$ cat src/rtl/lcb_trig_pkg.sv
// Shared types and helpers for the LCB trigger path: FSM encoding, counter saturation, width helper.
// Latency: n/a (declarations only).
// Backpressure: n/a.
package lcb_trig_pkg;

  typedef enum logic [1:0] {
    IDLE    = 2'd0,
    ARMED   = 2'd1,
    LOCKOUT = 2'd2
  } trig_state_e;

  // Widest counter the saturating helper supports.
  localparam int SAT_W = 32;

  // Increment that sticks at all-ones for a counter 'width' bits wide.
  // Callers zero-extend into SAT_W bits and truncate the result back.
  function automatic logic [SAT_W-1:0] sat_inc(input logic [SAT_W-1:0] val, input int width);
    logic [SAT_W-1:0] ceiling;
    ceiling = {SAT_W{1'b1}} >> (SAT_W - width);
    return (val >= ceiling) ? val : val + SAT_W'(1);
  endfunction

  // Bits needed to hold values 0 .. value-1 (ceil log2).
  function automatic int clogb2(input int value);
    int r;
    r = 0;
    for (int i = 0; i < 31; i++) begin
      if ((32'd1 << i) < value) r = i + 1;
    end
    return r;
  endfunction

endpackage

$ cat src/rtl/sync_trigger_detector_if.sv
// Bundle between synchronizer/sequencer side and the trigger detector.
// Latency: n/a (wires only).
// Backpressure: none; all signals are level/pulse, no handshake.
// Ports: din_sync, din_stable, arm, disarm, clear_count (to detector);
//        trig, armed, busy, trig_count, missed_count (from detector,
//        missed_count only when SYNC_TRIGGER_MISSED_COUNT_EN is defined).
interface sync_trigger_detector_if #(
  parameter int COUNT_WIDTH = 16
);
  logic                   din_sync;
  logic                   din_stable;
  logic                   arm;
  logic                   disarm;
  logic                   clear_count;
  logic                   trig;
  logic                   armed;
  logic                   busy;
  logic [COUNT_WIDTH-1:0] trig_count;
`ifdef SYNC_TRIGGER_MISSED_COUNT_EN
  logic [COUNT_WIDTH-1:0] missed_count;
`endif

  modport master (
    output din_sync, din_stable, arm, disarm, clear_count,
    input  trig, armed, busy, trig_count
`ifdef SYNC_TRIGGER_MISSED_COUNT_EN
    , input missed_count
`endif
  );

  modport slave (
    input  din_sync, din_stable, arm, disarm, clear_count,
    output trig, armed, busy, trig_count
`ifdef SYNC_TRIGGER_MISSED_COUNT_EN
    , output missed_count
`endif
  );

endinterface

$ cat src/rtl/lockout_timer.sv
// Loadable down-counter pacing the post-trigger lockout window.
// Latency: load/clear/dec take effect on the next clock; done is decoded from the register.
// Backpressure: none.
// Ports: clk, rst (async, active-high), load (to CYCLES), clear (to 0),
//        dec (count down, holds at 0), done (count == 1, last lockout cycle).
module lockout_timer
  import lcb_trig_pkg::*;
#(
  parameter int CYCLES = 4
) (
  input  logic clk,
  input  logic rst,
  input  logic load,
  input  logic clear,
  input  logic dec,
  output logic done
);
  localparam int RAW_W = clogb2(CYCLES + 1);
  localparam int W     = (RAW_W < 1) ? 1 : RAW_W;

  logic [W-1:0] count;

  always_ff @(posedge clk or posedge rst) begin
    if (rst)                      count <= '0;
    else if (clear)               count <= '0;
    else if (load)                count <= W'(CYCLES);
    else if (dec && count != '0)  count <= count - W'(1);
  end

  assign done = (count == W'(1));

endmodule

$ cat src/rtl/sync_trigger_detector.sv
// Qualified edge-to-trigger stage: stable-history edge on din_sync fires a one-cycle trig while armed, then locks out.
// Latency: edge in cycle N -> trig/busy/trig_count in N+1; arm/disarm visible one cycle later.
// Backpressure: none; edges during lockout are counted as missed (SYNC_TRIGGER_MISSED_COUNT_EN) or dropped.
// Ports: clk, rst (async, active-high), bus (sync_trigger_detector_if.slave).
// Optional feature macro: SYNC_TRIGGER_MISSED_COUNT_EN adds missed_count.
module sync_trigger_detector
  import lcb_trig_pkg::*;
#(
  parameter int COUNT_WIDTH    = 16,
  parameter int LOCKOUT_CYCLES = 4,
  parameter int EDGE_RISING    = 1
) (
  input  logic                     clk,
  input  logic                     rst,
  sync_trigger_detector_if.slave   bus
);
  localparam logic EDGE_LVL = (EDGE_RISING != 0);

  trig_state_e            state;
  logic                   prev_sync;
  logic                   edge_ok;
  logic                   fire;
  logic                   tmr_load;
  logic                   lock_tick;
  logic                   tmr_done;
  logic                   trig_q;
  logic                   armed_q;
  logic                   busy_q;
  logic [COUNT_WIDTH-1:0] trig_cnt;

  // din_stable lags din_sync, so on the edge cycle it vouches for the
  // pre-edge level; glitches and back-to-back toggles fail this test.
  assign edge_ok   = (bus.din_sync == EDGE_LVL) && (prev_sync != EDGE_LVL) && bus.din_stable;
  // disarm wins over a coincident edge.
  assign fire      = (state == ARMED) && edge_ok && !bus.disarm;
  // With a zero-length window the FSM stays in ARMED after a trigger.
  assign tmr_load  = fire && (LOCKOUT_CYCLES != 0);
  assign lock_tick = (state == LOCKOUT) && !bus.disarm;

  lockout_timer #(.CYCLES(LOCKOUT_CYCLES)) u_timer (
    .clk,
    .rst,
    .load  (tmr_load),
    .clear (bus.disarm),
    .dec   (lock_tick),
    .done  (tmr_done)
  );

  always_ff @(posedge clk or posedge rst) begin
    if (rst) begin
      state     <= IDLE;
      prev_sync <= 1'b0;
      trig_q    <= 1'b0;
      armed_q   <= 1'b0;
      busy_q    <= 1'b0;
    end else begin
      prev_sync <= bus.din_sync;
      trig_q    <= fire;
      if (bus.disarm) begin
        state   <= IDLE;
        armed_q <= 1'b0;
        busy_q  <= 1'b0;
      end else begin
        case (state)
          IDLE: if (bus.arm) begin
            state   <= ARMED;
            armed_q <= 1'b1;
          end
          ARMED: if (tmr_load) begin
            state  <= LOCKOUT;
            busy_q <= 1'b1;
          end
          // done marks the last lockout cycle; ARMED again on the next.
          LOCKOUT: if (tmr_done) begin
            state  <= ARMED;
            busy_q <= 1'b0;
          end
          default: begin
            state   <= IDLE;
            armed_q <= 1'b0;
            busy_q  <= 1'b0;
          end
        endcase
      end
    end
  end

  // A clear coinciding with an increment leaves the count at 1.
  always_ff @(posedge clk or posedge rst) begin
    if (rst)                  trig_cnt <= '0;
    else if (bus.clear_count) trig_cnt <= fire ? COUNT_WIDTH'(1) : '0;
    else if (fire)            trig_cnt <= COUNT_WIDTH'(sat_inc(SAT_W'(trig_cnt), COUNT_WIDTH));
  end

`ifdef SYNC_TRIGGER_MISSED_COUNT_EN
  logic                   miss;
  logic [COUNT_WIDTH-1:0] miss_cnt;

  assign miss = (state == LOCKOUT) && edge_ok && !bus.disarm;

  always_ff @(posedge clk or posedge rst) begin
    if (rst)                  miss_cnt <= '0;
    else if (bus.clear_count) miss_cnt <= miss ? COUNT_WIDTH'(1) : '0;
    else if (miss)            miss_cnt <= COUNT_WIDTH'(sat_inc(SAT_W'(miss_cnt), COUNT_WIDTH));
  end

  assign bus.missed_count = miss_cnt;
`endif

  assign bus.trig       = trig_q;
  assign bus.armed      = armed_q;
  assign bus.busy       = busy_q;
  assign bus.trig_count = trig_cnt;

endmodule
$ cat src/flat_wrapper.sv
// flat-port wrapper written by rule: the top's interface ports become plain ports
module sync_trigger_detector_flat import lcb_trig_pkg::*;
#(
  parameter int COUNT_WIDTH    = 16,
  parameter int LOCKOUT_CYCLES = 4,
  parameter int EDGE_RISING    = 1
)
  (clk, rst, bus_din_sync, bus_din_stable, bus_arm, bus_disarm, bus_clear_count, bus_trig, bus_armed, bus_busy, bus_trig_count);
  sync_trigger_detector_if #(.COUNT_WIDTH(COUNT_WIDTH)) bus_i ();
  input  logic clk;
  input  logic rst;
  input wire logic [$bits(bus_i.din_sync)-1:0] bus_din_sync;
  input wire logic [$bits(bus_i.din_stable)-1:0] bus_din_stable;
  input wire logic [$bits(bus_i.arm)-1:0] bus_arm;
  input wire logic [$bits(bus_i.disarm)-1:0] bus_disarm;
  input wire logic [$bits(bus_i.clear_count)-1:0] bus_clear_count;
  output wire logic [$bits(bus_i.trig)-1:0] bus_trig;
  output wire logic [$bits(bus_i.armed)-1:0] bus_armed;
  output wire logic [$bits(bus_i.busy)-1:0] bus_busy;
  output wire logic [$bits(bus_i.trig_count)-1:0] bus_trig_count;
  assign bus_i.din_sync = bus_din_sync;
  assign bus_i.din_stable = bus_din_stable;
  assign bus_i.arm = bus_arm;
  assign bus_i.disarm = bus_disarm;
  assign bus_i.clear_count = bus_clear_count;
  assign bus_trig = bus_i.trig;
  assign bus_armed = bus_i.armed;
  assign bus_busy = bus_i.busy;
  assign bus_trig_count = bus_i.trig_count;
  sync_trigger_detector #(.COUNT_WIDTH(COUNT_WIDTH), .LOCKOUT_CYCLES(LOCKOUT_CYCLES), .EDGE_RISING(EDGE_RISING)) u_core (.clk(clk), .rst(rst), .bus(bus_i));
endmodule
$ cat config.mk
export PLATFORM = sky130hd
export DESIGN_NAME = sync_trigger_detector_flat
export DESIGN_NICKNAME = d
export VERILOG_FILES = /design/src/rtl/lcb_trig_pkg.sv /design/src/rtl/sync_trigger_detector_if.sv /design/src/rtl/lockout_timer.sv /design/src/rtl/sync_trigger_detector.sv /design/src/flat_wrapper.sv
export SDC_FILE = /design/constraint.sdc
export NUM_CORES = 1
export LEC_CHECK = 0
export ABC_AREA = 1
export ABC_CLOCK_PERIOD_IN_PS = 4100
export CORE_MARGIN = 3
export CORE_UTILIZATION = 39
export DETAILED_ROUTE_END_ITERATION = 8
export DONT_BUFFER_PORTS = 1
export PLACE_DENSITY = 0.55
export RECOVER_POWER = 100
export SETUP_SLACK_MARGIN = 0.1
export SYNTH_ARGS = -nofsm -noshare
export SYNTH_HDL_FRONTEND = slang
export SYNTH_SLANG_ARGS = --single-unit
$ cat constraint.sdc
create_clock -name clk -period 4.1 [get_ports clk]
set_input_delay 0.82 -clock clk [delete_from_list [all_inputs] [get_ports clk]]
set_output_delay 0.82 -clock clk [all_outputs]
set_load 0.02 [all_outputs]
==> results by group, run 1 <==
Detailed routing
  • First-pass iteration count of the detailed router: 5
  • DRC: 0
  • Iteration-0 DRC count of the detailed router: 103
  • ANT nets after route: 0
  • Overall via count from detail_route: 1269
  • Post-Route WL: 3.36 mm
  • Vias per inst: 5.00
  • Wire length per cell after detailed routing: 13.2 µm

Floorplanning
  • Initial core utilization: 0.413
  • Die Height: 68.8 µm
  • Site Rows: 22
  • Core Box Area: 3720 µm²
  • Num ports: 26
  • Area enclosed by the die boundary: 4730 µm²
  • Width of the die: 68.8 µm

Global route
  • Maximum number of pins on one net before global-route repair: 26
  • Initial antenna violation count: 0
  • Number of global-route vias before repair: 1304
  • Remaining global-route overflow: 0
  • Wire length of the first global-routing pass: 5.78 mm
  • Overall Global Routing Usage: 0.164

Setup path
  • Highest fanout seen on the critical path: 16
  • Number of cells on the worst reg-to-reg path: 10
  • Setup slack of the worst register-to-register path: 1.80 ns
  • R2r endpoint: u_core.bus.trig_count[7]
  • Worst setup EP type: register
  • Data arrival time at the worst-slack endpoint: 2.47 ns
  • Critical Path Source: u_core.bus.trig_count[0]
  • Kind of critical path: reg2reg
  • Critical register-to-register path startpoint: u_core.bus.trig_count[0]
  • Worst setup SP type: register
  • Required time of the critical path: 4.27 ns

Timing
  • Max Clock Freq: 434 MHz
  • RSZ-0062 raised after global routing: false
  • Tightest Pin Transition: 0.963 ns
  • Setup-failing EPs final: 0
  • Post-layout worst setup margin: 1.80 ns
  • Hold violation total from the final report: 0
  • Setup Total Neg Slack: 0 ns
  • Worst hold slack after final layout: 0.535 ns
  • Slew headroom: 0.357
  • Maximum clock skew at final layout: 0.00398 ns
  • Final critical-path required period: 2.30 ns
  • Final clock period utilization by the worst path: 0.562
  • Max Slew Vio Count: 0

Cells and area
  • Util after Layout: 0.433
  • Post-route standard cell area excluding fillers: 1610 µm²
  • Layout cell share with drive strength beyond 1: 0.0728
  • Final standard cell count with taps included and fillers excluded: 254
  • Area overhead of the layout relative to synthesis: 4.72%
  • Number of inserted diodes: 0
  • Net total in the final layout: 221

CTS
  • Largest buffer count on any clock path: 2
  • PostCTS Resize Cnt: 0
  • Post-CTS Repair Setup Buffers: 0
  • Clock-pin transition on the worst setup and hold timing paths: 0.09 ns
  • CTS Hold Bufs: 0
  • Num Clock Sinks: 25
  • Skew-Pair Late Insertion Delay: 0.27 ns
  • Clock tree from TritonCTS: done
  • H-tree lvl count: 1
  • Number of clock buffers inserted by TritonCTS: 3
  • Clk root buf: clkbuf_8

Logic synthesis
  • Cell area after synthesis: 1540 µm²
  • Distinct cells, synth: 27
  • Net count after synthesis: 217
  • Register bit count reported by yosys: 25
  • Gate Count Post-Synth: 203
  • Sequential element share of the synthesized area: 0.407
  • Post-synthesis area per instance: 7.57 µm²
  • Yosys warnings: 0

Power and ir drop
  • Leakage component of the power: 0.713 nW
  • Power density cells: 333 nW/µm²
  • Overall power after layout: 0.536 mW
  • Peak supply drop: 0.199 mV

Place
  • Cell Area, Placed: 1580 µm²
  • Port bufs: 0
  • Worst-case setup slack after placement: 2.19 ns
  • Gp weighted congestion: 0.866
  • Post-detail-place hpwl: 2.60 mm
  • Placed instance count: 250

Hold path
  • Critical hold path startpoint: u_core.u_timer.count[1]
  • Min-delay worst type: reg2reg
  • Min-Delay Endpoint: u_core.u_timer.count[1]
  • Cell depth of the worst min-delay path: 2

Outcome
  • Status: finished clean

Run
  • Maxcap violations: 0
area by class of cell:
cell class / instances / area, µm²
clock buffers: 3 / 41.3
clock inverters: 1 / 5.00
fillers: 395 / 2110
inverters: 20 / 76.3
multi-input cells: 157 / 801
flip-flops and latches: 25 / 626
well taps: 48 / 60.1
cell usage in the layout, fill, tap and decap left out, types with 2 or more instances in the layout:
master / count
nand2_1: 68
nor2_1: 28
dfrtp_1: 25
inv_1: 19
nand3_1: 12
o21ai_0: 8
a21oi_1: 7
ha_1: 7
xor2_1: 5
nand4_1: 3
clkbuf_8: 3
nor2_4: 2
o211ai_1: 2
nor3_1: 2
or2_2: 2
synthesized netlist by cell type:
library cell / instances / area share
or2_2: 2 / 0.0081
nor2_1: 27 / 0.066
nand3b_1: 1 / 0.0049
o21ai_0: 5 / 0.016
nand2_2: 1 / 0.0041
clkinv_4: 1 / 0.0057
nor2_4: 3 / 0.022
nand4_1: 3 / 0.012
dfrtp_1: 25 / 0.41
nand2_1: 67 / 0.16
nor2_2: 1 / 0.0041
ha_1: 7 / 0.057
inv_1: 19 / 0.046
and2_4: 1 / 0.0057
nand3_1: 12 / 0.039
buf_8: 1 / 0.0098
o21bai_1: 1 / 0.0049
nand3_2: 1 / 0.0065
o211ai_1: 2 / 0.0098
o21ai_1: 4 / 0.013
nand2_4: 2 / 0.015
xor2_1: 5 / 0.029
xnor2_1: 1 / 0.0057
nor3_1: 2 / 0.0065
a21oi_1: 7 / 0.023
a31oi_1: 1 / 0.0041
nand3_4: 1 / 0.011
layer usage:
layer	vias to the layer above	wire, µm	GRT usage
met2	39	1420	0.246
met1	579	1650	0.224
met3	7	225	0.0470
li1	644	-	-
met5	-	0	0
met4	0	59	0.0560
how the worst max path moves through the flow:
stage	endpoint	slack, ns
floorplan	u_core.bus.trig_count[13]	2.33
global placement	u_core.bus.trig_count[1]	2.18
detailed placement	u_core.bus.trig_count[3]	2.19
CTS	u_core.bus.trig_count[15]	2.27
global route	u_core.bus.trig_count[4]	1.52
finish	u_core.bus.trig_count[7]	1.80
worst max-delay path: stages, from the launching register on:
cell and delay, ns:
dfrtp_1 0.54, ha_1 0.26, nand2_1 0.08, nor2_1 0.33, nand2_4 0.11, clkinvlp_2 0.14, nand3_4 0.08, nand2_1 0.37
inv_1 0.14, nand2_1 0.10, nand2_1 0.04
flip-flops by register name, summed over array words and instances (netlist names):
| name | flops |
|---|---|
| u_core.bus.trig | 1 |
| u_core.bus.armed | 1 |
| u_core.state | 2 |
| u_core.bus.busy | 1 |
| u_core.u_timer.count | 3 |
| u_core.prev_sync | 1 |
| u_core.bus.trig_count | 16 |
power by group:
| part | internal (mW) | switching [mW] | leakage [nW] |
|---|---|---|---|
| Sequential | 0.267 | 0.0259 | 0.343 |
| Combinational | 0.0312 | 0.0622 | 0.345 |
| Clock | 0.0681 | 0.0815 | 0.0255 |
| Total | 0.366 | 0.170 | 0.713 |
kinds of logic (layout without fill, tap and decap cells):
logic type | Yosys count | in the layout | synth area share
xor+xnor | 6 | 6 | 0.0342
buf+inv | 21 | 24 | 0.0619
flops | 25 | 25 | 0.407
fa+ha+maj | 7 | 7 | 0.0570
simple gates | 124 | 124 | 0.369
compound gates | 20 | 20 | 0.0708
Note: power is estimated with default switching activity, not from simulation.
==> inputs of run 2 (changes only) <==
--- a/config.mk
+++ b/config.mk
@@ -5,13 +5,13 @@
 export SDC_FILE = /design/constraint.sdc
 export NUM_CORES = 1
 export LEC_CHECK = 0
-export ABC_AREA = 1
-export ABC_CLOCK_PERIOD_IN_PS = 4100
+export ABC_AREA = 0
+export ABC_CLOCK_PERIOD_IN_PS = 2100
 export CORE_MARGIN = 3
 export CORE_UTILIZATION = 39
 export DETAILED_ROUTE_END_ITERATION = 8
 export DONT_BUFFER_PORTS = 1
-export PLACE_DENSITY = 0.55
+export PLACE_DENSITY = 0.57
 export RECOVER_POWER = 100
 export SETUP_SLACK_MARGIN = 0.1
 export SYNTH_ARGS = -nofsm -noshare
==> constraint.sdc (replaced) <==
create_clock -name clk -period 2.1 [get_ports clk]
set_input_delay 0.42 -clock clk [delete_from_list [all_inputs] [get_ports clk]]
set_output_delay 0.42 -clock clk [all_outputs]
set_load 0.02 [all_outputs]
==> run 2 against run 1 <==
Cell area up 1.3%. Critical path depth down 4. Worst hold slack worse by 0.37 ns. Clock power up 93%. Die area down 3.0%. Clock-buffer cell count up 1. Combinational power up 8%. Area after synthesis down 3.3%. Register-to-register slack worse by 1.6 ns. Largest cell class unchanged. Highest routed layer unchanged.
==> results by group, run 2 <==
Logic synthesis
  • Post-synthesis area per instance: 9.78 µm² (was 7.57 µm²)
  • Share of async-settable or async-resettable flops after synthesis: 1.00 (unchanged)
  • Gate Count Post-Synth: 152 (was 203)
  • Post-synth EDFFs: 0 (unchanged)
  • Top cell type by total area after synthesis: dfrtp_1 (unchanged)
  • Most used flip-flop cell after synthesis: dfrtp_1 (unchanged)
  • Net count after synthesis: 166 (was 217)
  • Top-area cell type share of the netlist area: 0.421 (was 0.407)
  • Yosys warnings: 0 (unchanged)
  • Synth top cells by count: 25 x dfrtp_1, 19 x a21oi_1, 12 x inv_1 (was 67 x nand2_1, 27 x nor2_1, 25 x dfrtp_1)
  • Register bit count reported by yosys: 25 (unchanged)
  • Cell area after synthesis: 1490 µm² (was 1540 µm²)
  • Leading cell types by total area after synthesis: dfrtp_1 42%, a21oi_1 6.4%, ha_1 5.9% (was dfrtp_1 41%, nand2_1 16%, nor2_1 6.6%)
  • Sequential element share of the synthesized area: 0.421 (was 0.407)
  • Cell with the most instances after synthesis: dfrtp_1 (was nand2_1)
  • Distinct cells, synth: 40 (was 27)

Place
  • Post-detail-place hpwl: 2.50 mm (was 2.60 mm)
  • Placed instance count: 210 (was 250)
  • Gp weighted congestion: 0.839 (was 0.866)
  • Port bufs: 0 (unchanged)

Power and ir drop
  • Combinational fraction of design power: 0.112 (was 0.174)
  • Leakage component of the power: 0.661 nW (was 0.713 nW)
  • Power density cells: 553 nW/µm² (was 333 nW/µm²)
  • Relative contribution of the clock network to total power: 0.322 (was 0.279)
  • Internal power of the cells: 0.670 mW (was 0.366 mW)
  • Switching share of total power: 0.257 (was 0.317)
  • Peak supply drop: 0.378 mV (was 0.199 mV)
  • Net switching power: 0.232 mW (was 0.170 mW)
  • Sequential share of power: 0.566 (was 0.547)
  • Overall power after layout: 0.901 mW (was 0.536 mW)

Floorplanning
  • Die Height: 67.7 µm (was 68.8 µm)
  • Initial core utilization: 0.425 (was 0.413)
  • Num ports: 26 (unchanged)
  • Core Box Area: 3490 µm² (was 3720 µm²)
  • Area enclosed by the die boundary: 4590 µm² (was 4730 µm²)
  • Width of the die: 67.7 µm (was 68.8 µm)
  • Site Rows: 21 (was 22)

Timing
  • Maximum clock skew at final layout: 0.00786 ns (was 0.00398 ns)
  • Final clock period utilization by the worst path: 0.898 (was 0.562)
  • Tightest Pin Transition: 1.38 ns (was 0.963 ns)
  • Slew headroom: 0.0801 (was 0.357)
  • RSZ-0062 raised after global routing: false (unchanged)
  • Max Clock Freq: 530 MHz (was 434 MHz)
  • Hold violation total from the final report: 0 (unchanged)
  • Final critical-path required period: 1.89 ns (was 2.30 ns)
  • Setup Total Neg Slack: 0 ns (unchanged)
  • Setup-failing EPs final: 0 (unchanged)
  • Max Slew Vio Count: 0 (unchanged)

Setup path
  • Cell with the biggest individual delay on the critical path: or4_1 (was dfrtp_1)
  • Critical Path Source: u_core.state[1] (was u_core.bus.trig_count[0])
  • Critical register-to-register path startpoint: u_core.state[1] (was u_core.bus.trig_count[0])
  • CP cell instances: inv_1 > ha_1 > nor2b_4 > nand4_4 > or4_1 > a21oi_1 (was ha_1 > nand2_1 > nor2_1 > nand2_4 > clkinvlp_2 > nand3_4 > nand2_1 > inv_1 > nand2_1 > nand2_1)
  • Slowest stage delay, CP: 0.55 ns (was 0.54 ns)
  • Largest delay share family, worst path: simple AND/OR/NAND/NOR gates (unchanged)
  • Required time of the critical path: 2.30 ns (was 4.27 ns)
  • Total buffers and inverters traversed by the critical path: 1 (was 2)
  • R2r endpoint: u_core.bus.trig_count[15] (was u_core.bus.trig_count[7])
  • Highest fanout seen on the critical path: 10 (was 16)
  • Setup slack of the worst register-to-register path: 0.21 ns (was 1.80 ns)
  • Worst setup EP type: register (unchanged)
  • Data arrival time at the worst-slack endpoint: 2.09 ns (was 2.47 ns)
  • Worst setup SP type: register (unchanged)
  • Kind of critical path: reg2reg (unchanged)
  • Number of cells on the worst reg-to-reg path: 6 (was 10)

Cells and area
  • Layout cell share with drive strength beyond 1: 0.0828 (was 0.0728)
  • Net total in the final layout: 184 (was 221)
  • Number of filler cells placed in the layout: 362 (was 395)
  • Area overhead of the layout relative to synthesis: 9.68% (was 4.72%)
  • Final standard cell count with taps included and fillers excluded: 215 (was 254)
  • Commonest cells after routing, fill and taps aside: 25 x dfrtp_1, 19 x a21oi_1, 17 x clkbuf_1 (was 68 x nand2_1, 28 x nor2_1, 25 x dfrtp_1)
  • Leading cell type in the layout, fill and taps excluded: dfrtp_1 (was nand2_1)
  • Number of flip-flops in the largest register: 16 (unchanged)
  • Number of inserted diodes: 0 (unchanged)

CTS
  • Num Clock Sinks: 25 (unchanged)
  • Clk root buf: clkbuf_8 (unchanged)
  • Clock tree from TritonCTS: done (unchanged)
  • Largest buffer count on any clock path: 2 (unchanged)
  • Number of clock buffers inserted by TritonCTS: 3 (unchanged)
  • Skew-Pair Late Insertion Delay: 0.27 ns (about the same)
  • H-tree lvl count: 1 (unchanged)
  • Clock-pin transition on the worst setup and hold timing paths: 0.09 ns (about the same)
  • CTS Hold Bufs: 0 (unchanged)

Hold path
  • Critical hold path startpoint: bus_din_sync (was u_core.u_timer.count[1])
  • Cell depth of the worst min-delay path: 0 (was 2)
  • Min-delay worst type: in2reg (was reg2reg)
  • Min-Delay Endpoint: u_core.prev_sync (was u_core.u_timer.count[1])

Detailed routing
  • Overall via count from detail_route: 1241 (was 1269)
  • Vias per inst: 5.77 (was 5.00)
  • DRC: 0 (unchanged)
  • ANT nets after route: 0 (unchanged)
  • First-pass iteration count of the detailed router: 4 (was 5)
  • Iteration-0 DRC count of the detailed router: 56 (was 103)
  • Post-Route WL: 3.39 mm (was 3.36 mm)
  • Wire length per cell after detailed routing: 15.8 µm (was 13.2 µm)

Global route
  • Wire length of the first global-routing pass: 5.84 mm (was 5.78 mm)
  • Number of global-route vias before repair: 1259 (was 1304)
  • Maximum number of pins on one net before global-route repair: 26 (unchanged)
  • Overall Global Routing Usage: 0.170 (was 0.164)
  • Initial antenna violation count: 0 (unchanged)
  • Remaining global-route overflow: 0 (unchanged)

Outcome
  • Status: finished clean (unchanged)

Run
  • Maxcap violations: 0 (unchanged)
run 2: cell count changes in the layout (fill, tap and decap cells not counted), moves of 8 or more:
cell,previous run,this run
clkbuf_1,0,17
nor2_1,28,4
a21oi_1,7,19
nand2_1,68,6
nand3_1,12,4
o31ai_1,0,9
or4_1,0,9
run 2: worst max path at each step:
stage                                 to  slack, ns  cells after the start
2_1_floorplan  u_core.bus.trig_count[12]       0.27                      5
3_3_place_gp   u_core.bus.trig_count[14]       0.28                      6
3_5_place_dp   u_core.bus.trig_count[13]       0.23                      6
4_1_cts        u_core.bus.trig_count[13]       0.20                      6
5_1_grt        u_core.bus.trig_count[15]       0.08                      6
6_report       u_core.bus.trig_count[15]       0.21                      6
run 2: worst reg2reg max path, stage by stage, from the launching register on:
cell	delay, ns
dfrtp_1	0.41
inv_1	0.09
ha_1	0.20
nor2b_4	0.23
nand4_4	0.19
or4_1	0.55
a21oi_1	0.16
run 2: logic make-up (layout without fill, tap and decap cells):
| logic type | Yosys count | count (layout) | share of synthesized area |
|---|---|---|---|
| AOI/OAI and AO/OA | 42 | 42 | 0.174 |
| xor gates and xnor gates | 1 | 1 | 0.00589 |
| adders and majority gates | 7 | 7 | 0.0589 |
| buffers and inverters | 17 | 34 | 0.0530 |
| DFF | 25 | 25 | 0.421 |
| muxes | 3 | 3 | 0.0219 |
| and+or+nand+nor | 57 | 57 | 0.265 |
run 2: layer usage:
layer | share of wire | global-route usage | up-vias | wire length, µm
met3 | 0.064 | 0.0466 | 4 | 216
met5 | 0 | 0 | - | 0
met2 | 0.48 | 0.286 | 31 | 1630
met1 | 0.44 | 0.212 | 597 | 1500
li1 | - | - | 609 | -
met4 | 0.012 | 0.0481 | 0 | 42
run 2: final cells by class:
cell class	instances	area [µm²]	share of cell area
Clock buffer	4	45.0	0.0276
Inverter	12	45.0	0.0276
Multi-Input combinational cell	110	782	0.480
Sequential cell	25	626	0.384
Tap cell	46	57.6	0.0353
Timing Repair Buffer	18	75.1	0.0460
run 2: metrics by stage:
step	utilization	cell area [µm²]	hold slack, ns	setup slack (ns)
final	0.467	1630	0.166	0.214
after global routing	0.467	1630	0.150	0.0754
after CTS	0.482	1680	0.0945	0.205
after detailed placement	0.469	1640	0.393	0.225
after global placement	0.469	1640	0.386	0.276
after floorplan	-	1490	0.447	0.266
run 2: power by group through the flow:
stage               Clock, mW  Sequential [mW]  Combinational [mW]
floorplan                   0            0.519              0.0889
global placement            0            0.520              0.0988
detailed placement          0            0.520               0.102
CTS                     0.303            0.510               0.102
global route            0.321            0.512               0.117
finish                  0.290            0.510               0.101
run 2: what timing repair did:
item	4_1_cts	5_1_grt
buffers inserted	0	1
endpoints found under the hold margin	0	0
setup endpoints to repair	0	5
resized for setup	0	1
==> inputs of run 3 (changes only) <==
--- a/config.mk
+++ b/config.mk
@@ -11,6 +11,7 @@
 export CORE_UTILIZATION = 39
 export DETAILED_ROUTE_END_ITERATION = 8
 export DONT_BUFFER_PORTS = 1
+export MAX_ROUTING_LAYER = met4
 export PLACE_DENSITY = 0.57
 export RECOVER_POWER = 100
 export SETUP_SLACK_MARGIN = 0.1
==> constraint.sdc (replaced) <==
create_clock -name clk -period 2.1 [get_ports clk]
set_input_delay 0.21 -clock clk [delete_from_list [all_inputs] [get_ports clk]]
set_output_delay 0.21 -clock clk [all_outputs]
set_load 0.02 [all_outputs]
==> run 3 against run 2 <==
Utilization increased by 1.2 points. Final cell count increased by 1.9%. Global-route usage increased by 1.1 points. Clock-buffer cell count unchanged. Fmax decreased by 1.2%. Clock skew decreased by 0.0035 ns. Sequential power about the same. Register-to-register slack got worse by 0.02 ns. Via count increased by 1.7%. Wire length increased by 2.9%. Critical endpoint is now u_core.bus.trig_count[14].
==> results by group, run 3 (synthesis gave the netlist of run 2 again) <==
Floorplanning
  • Site Rows: 21 (unchanged)
  • Core Box Area: 3490 µm² (unchanged)
  • Num ports: 26 (unchanged)
  • Die Height: 67.7 µm (unchanged)
  • Width of the die: 67.7 µm (unchanged)
  • Initial core utilization: 0.425 (unchanged)
  • Area enclosed by the die boundary: 4590 µm² (unchanged)

Detailed routing
  • ANT nets after route: 0 (unchanged)
  • DRC: 0 (unchanged)
  • Wire length per cell after detailed routing: 15.9 µm (was 15.8 µm)
  • First-pass iteration count of the detailed router: 4 (unchanged)
  • Overall via count from detail_route: 1262 (was 1241)
  • Vias per inst: 5.76 (was 5.77)
  • Post-Route WL: 3.49 mm (was 3.39 mm)
  • Iteration-0 DRC count of the detailed router: 68 (was 56)

Cells and area
  • Number of flip-flops in the largest register: 16 (unchanged)
  • Commonest cells after routing, fill and taps aside: 25 x dfrtp_1, 19 x a21oi_1, 17 x clkbuf_1 (unchanged)
  • Final standard cell count with taps included and fillers excluded: 219 (was 215)
  • Number of filler cells placed in the layout: 359 (was 362)
  • Util after Layout: 0.479 (was 0.467)
  • Area of the multi-input gates: 785 µm² (was 782 µm²)
  • Area used by sequential logic in the layout: 626 µm² (unchanged)
  • Leading cell type in the layout, fill and taps excluded: dfrtp_1 (unchanged)
  • Number of inserted diodes: 0 (unchanged)
  • Area overhead of the layout relative to synthesis: 12.5% (was 9.68%)
  • Layout cell share with drive strength beyond 1: 0.0867 (was 0.0828)
  • Net total in the final layout: 188 (was 184)

Setup path
  • Worst setup SP type: register (unchanged)
  • Kind of critical path: reg2reg (unchanged)
  • Critical Path Source: u_core.state[1] (unchanged)
  • Critical register-to-register path startpoint: u_core.state[1] (unchanged)
  • Worst setup EP type: register (unchanged)
  • Required time of the critical path: 2.30 ns (about the same)
  • Highest fanout seen on the critical path: 4 (was 10)
  • Data arrival time at the worst-slack endpoint: 2.11 ns (was 2.09 ns)

CTS
  • Clk root buf: clkbuf_8 (unchanged)
  • Number of clock buffers inserted by TritonCTS: 3 (unchanged)
  • Num Clock Sinks: 25 (unchanged)
  • Largest buffer count on any clock path: 2 (unchanged)
  • Clock tree from TritonCTS: done (unchanged)
  • Skew-Pair Late Insertion Delay: 0.27 ns (about the same)
  • Clock-pin transition on the worst setup and hold timing paths: 0.09 ns (about the same)
  • H-tree lvl count: 1 (unchanged)

Power and ir drop
  • Net switching power: 0.241 mW (was 0.232 mW)
  • Switching share of total power: 0.263 (was 0.257)
  • Combinational fraction of design power: 0.126 (was 0.112)
  • Peak supply drop: 0.266 mV (was 0.378 mV)
  • Sequential share of power: 0.557 (was 0.566)
  • Power density cells: 548 nW/µm² (was 553 nW/µm²)
  • Internal power of the cells: 0.676 mW (was 0.670 mW)
  • Leakage component of the power: 0.678 nW (was 0.661 nW)
  • Relative contribution of the clock network to total power: 0.318 (was 0.322)

Place
  • Port bufs: 0 (unchanged)
  • Gp weighted congestion: 0.863 (was 0.839)
  • Placed instance count: 210 (unchanged)
  • Worst-case setup slack after placement: 0.219 ns (was 0.225 ns)
  • Post-detail-place hpwl: 2.52 mm (was 2.50 mm)

Timing
  • Max Clock Freq: 524 MHz (was 530 MHz)
  • RSZ-0062 raised after global routing: true (was false)
  • Final clock period utilization by the worst path: 0.909 (was 0.898)
  • Setup Total Neg Slack: 0 ns (unchanged)
  • Slew headroom: 0.0857 (was 0.0801)
  • Max Slew Vio Count: 0 (unchanged)
  • Post-layout worst setup margin: 0.190 ns (was 0.214 ns)
  • Maximum clock skew at final layout: 0.00435 ns (was 0.00786 ns)
  • Setup-failing EPs final: 0 (unchanged)
  • Tightest Pin Transition: 1.37 ns (was 1.38 ns)
  • Final critical-path required period: 1.91 ns (was 1.89 ns)
  • Hold violation total from the final report: 0 (unchanged)

Global route
  • Wire length of the first global-routing pass: 5.94 mm (was 5.84 mm)
  • Number of global-route vias before repair: 1232 (was 1259)
  • Remaining global-route overflow: 0 (unchanged)
  • Initial antenna violation count: 0 (unchanged)
  • Overall Global Routing Usage: 0.181 (was 0.170)
  • Maximum number of pins on one net before global-route repair: 26 (unchanged)

Run
  • Maxcap violations: 0 (unchanged)

Hold path
  • Critical hold path startpoint: bus_clear_count (was bus_din_sync)
  • Min-delay worst type: in2reg (unchanged)

Outcome
  • Status: finished clean (unchanged)
-- run 3: final timing paths --
path | endpoint | slack [ns] | cells past startpoint
setup / recovery | u_core.bus.trig_count[14] | 0.19 | 6
hold / removal | u_core.bus.trig_count[1] | 0.03 | 1
setup reg to reg | u_core.bus.trig_count[14] | 0.19 | 6
hold reg to reg | u_core.u_timer.count[2] | 0.62 | 2
max in group asynchronous | u_core.bus.trig_count[1] | 0.47 | 3
min in group asynchronous | u_core.bus.armed | 0.83 | 3
-- run 3: critical path, stage by stage (launching register included) --
cell and delay (ns):
dfrtp_1 0.41, inv_1 0.09, ha_2 0.21, nor2b_4 0.22
nand4_1 0.22, or4_1 0.52, a21oi_1 0.17
-- run 3: area by class of cell --
| class | instances | area share |
|---|---|---|
| timing repair buffer | 22 | 0.0688 |
| tap | 46 | 0.0344 |
| inverter | 12 | 0.0269 |
| multi-input combinational | 110 | 0.469 |
| sequential | 25 | 0.374 |
| clock buffer | 4 | 0.0269 |
-- run 3: per-stage QoR --
stage	hold slack (ns)	instance area, µm²	power [mW]
floorplan	0.237	1490	0.608
global placement	0.173	1640	0.618
detailed placement	0.180	1640	0.621
CTS	0.0221	1720	0.926
global route	0.0208	1670	0.962
finish	0.0290	1670	0.917
-- run 3: metal layers --
metal	track usage	wire (µm)	part of all wire
met1	0.210	1550	0.44
met3	0.0599	231	0.066
met2	0.292	1650	0.47
met5	-	0	0
met4	0.0608	53	0.015
-- run 3: repair_timing --
action	4_1_cts	5_1_grt
setup endpoints to repair	0	8
endpoints found under the hold margin	46	0
hold buffers	4	0
setup buffers	0	1
gates resized for setup	0	3
-- run 3: power by group through the flow --
stage	clock (mW)	combinational [mW]	sequential, mW
floorplan	0	0.0889	0.519
global placement	0	0.0983	0.520
detailed placement	0	0.101	0.520
CTS	0.302	0.113	0.511
global route	0.319	0.131	0.512
finish	0.291	0.115	0.511
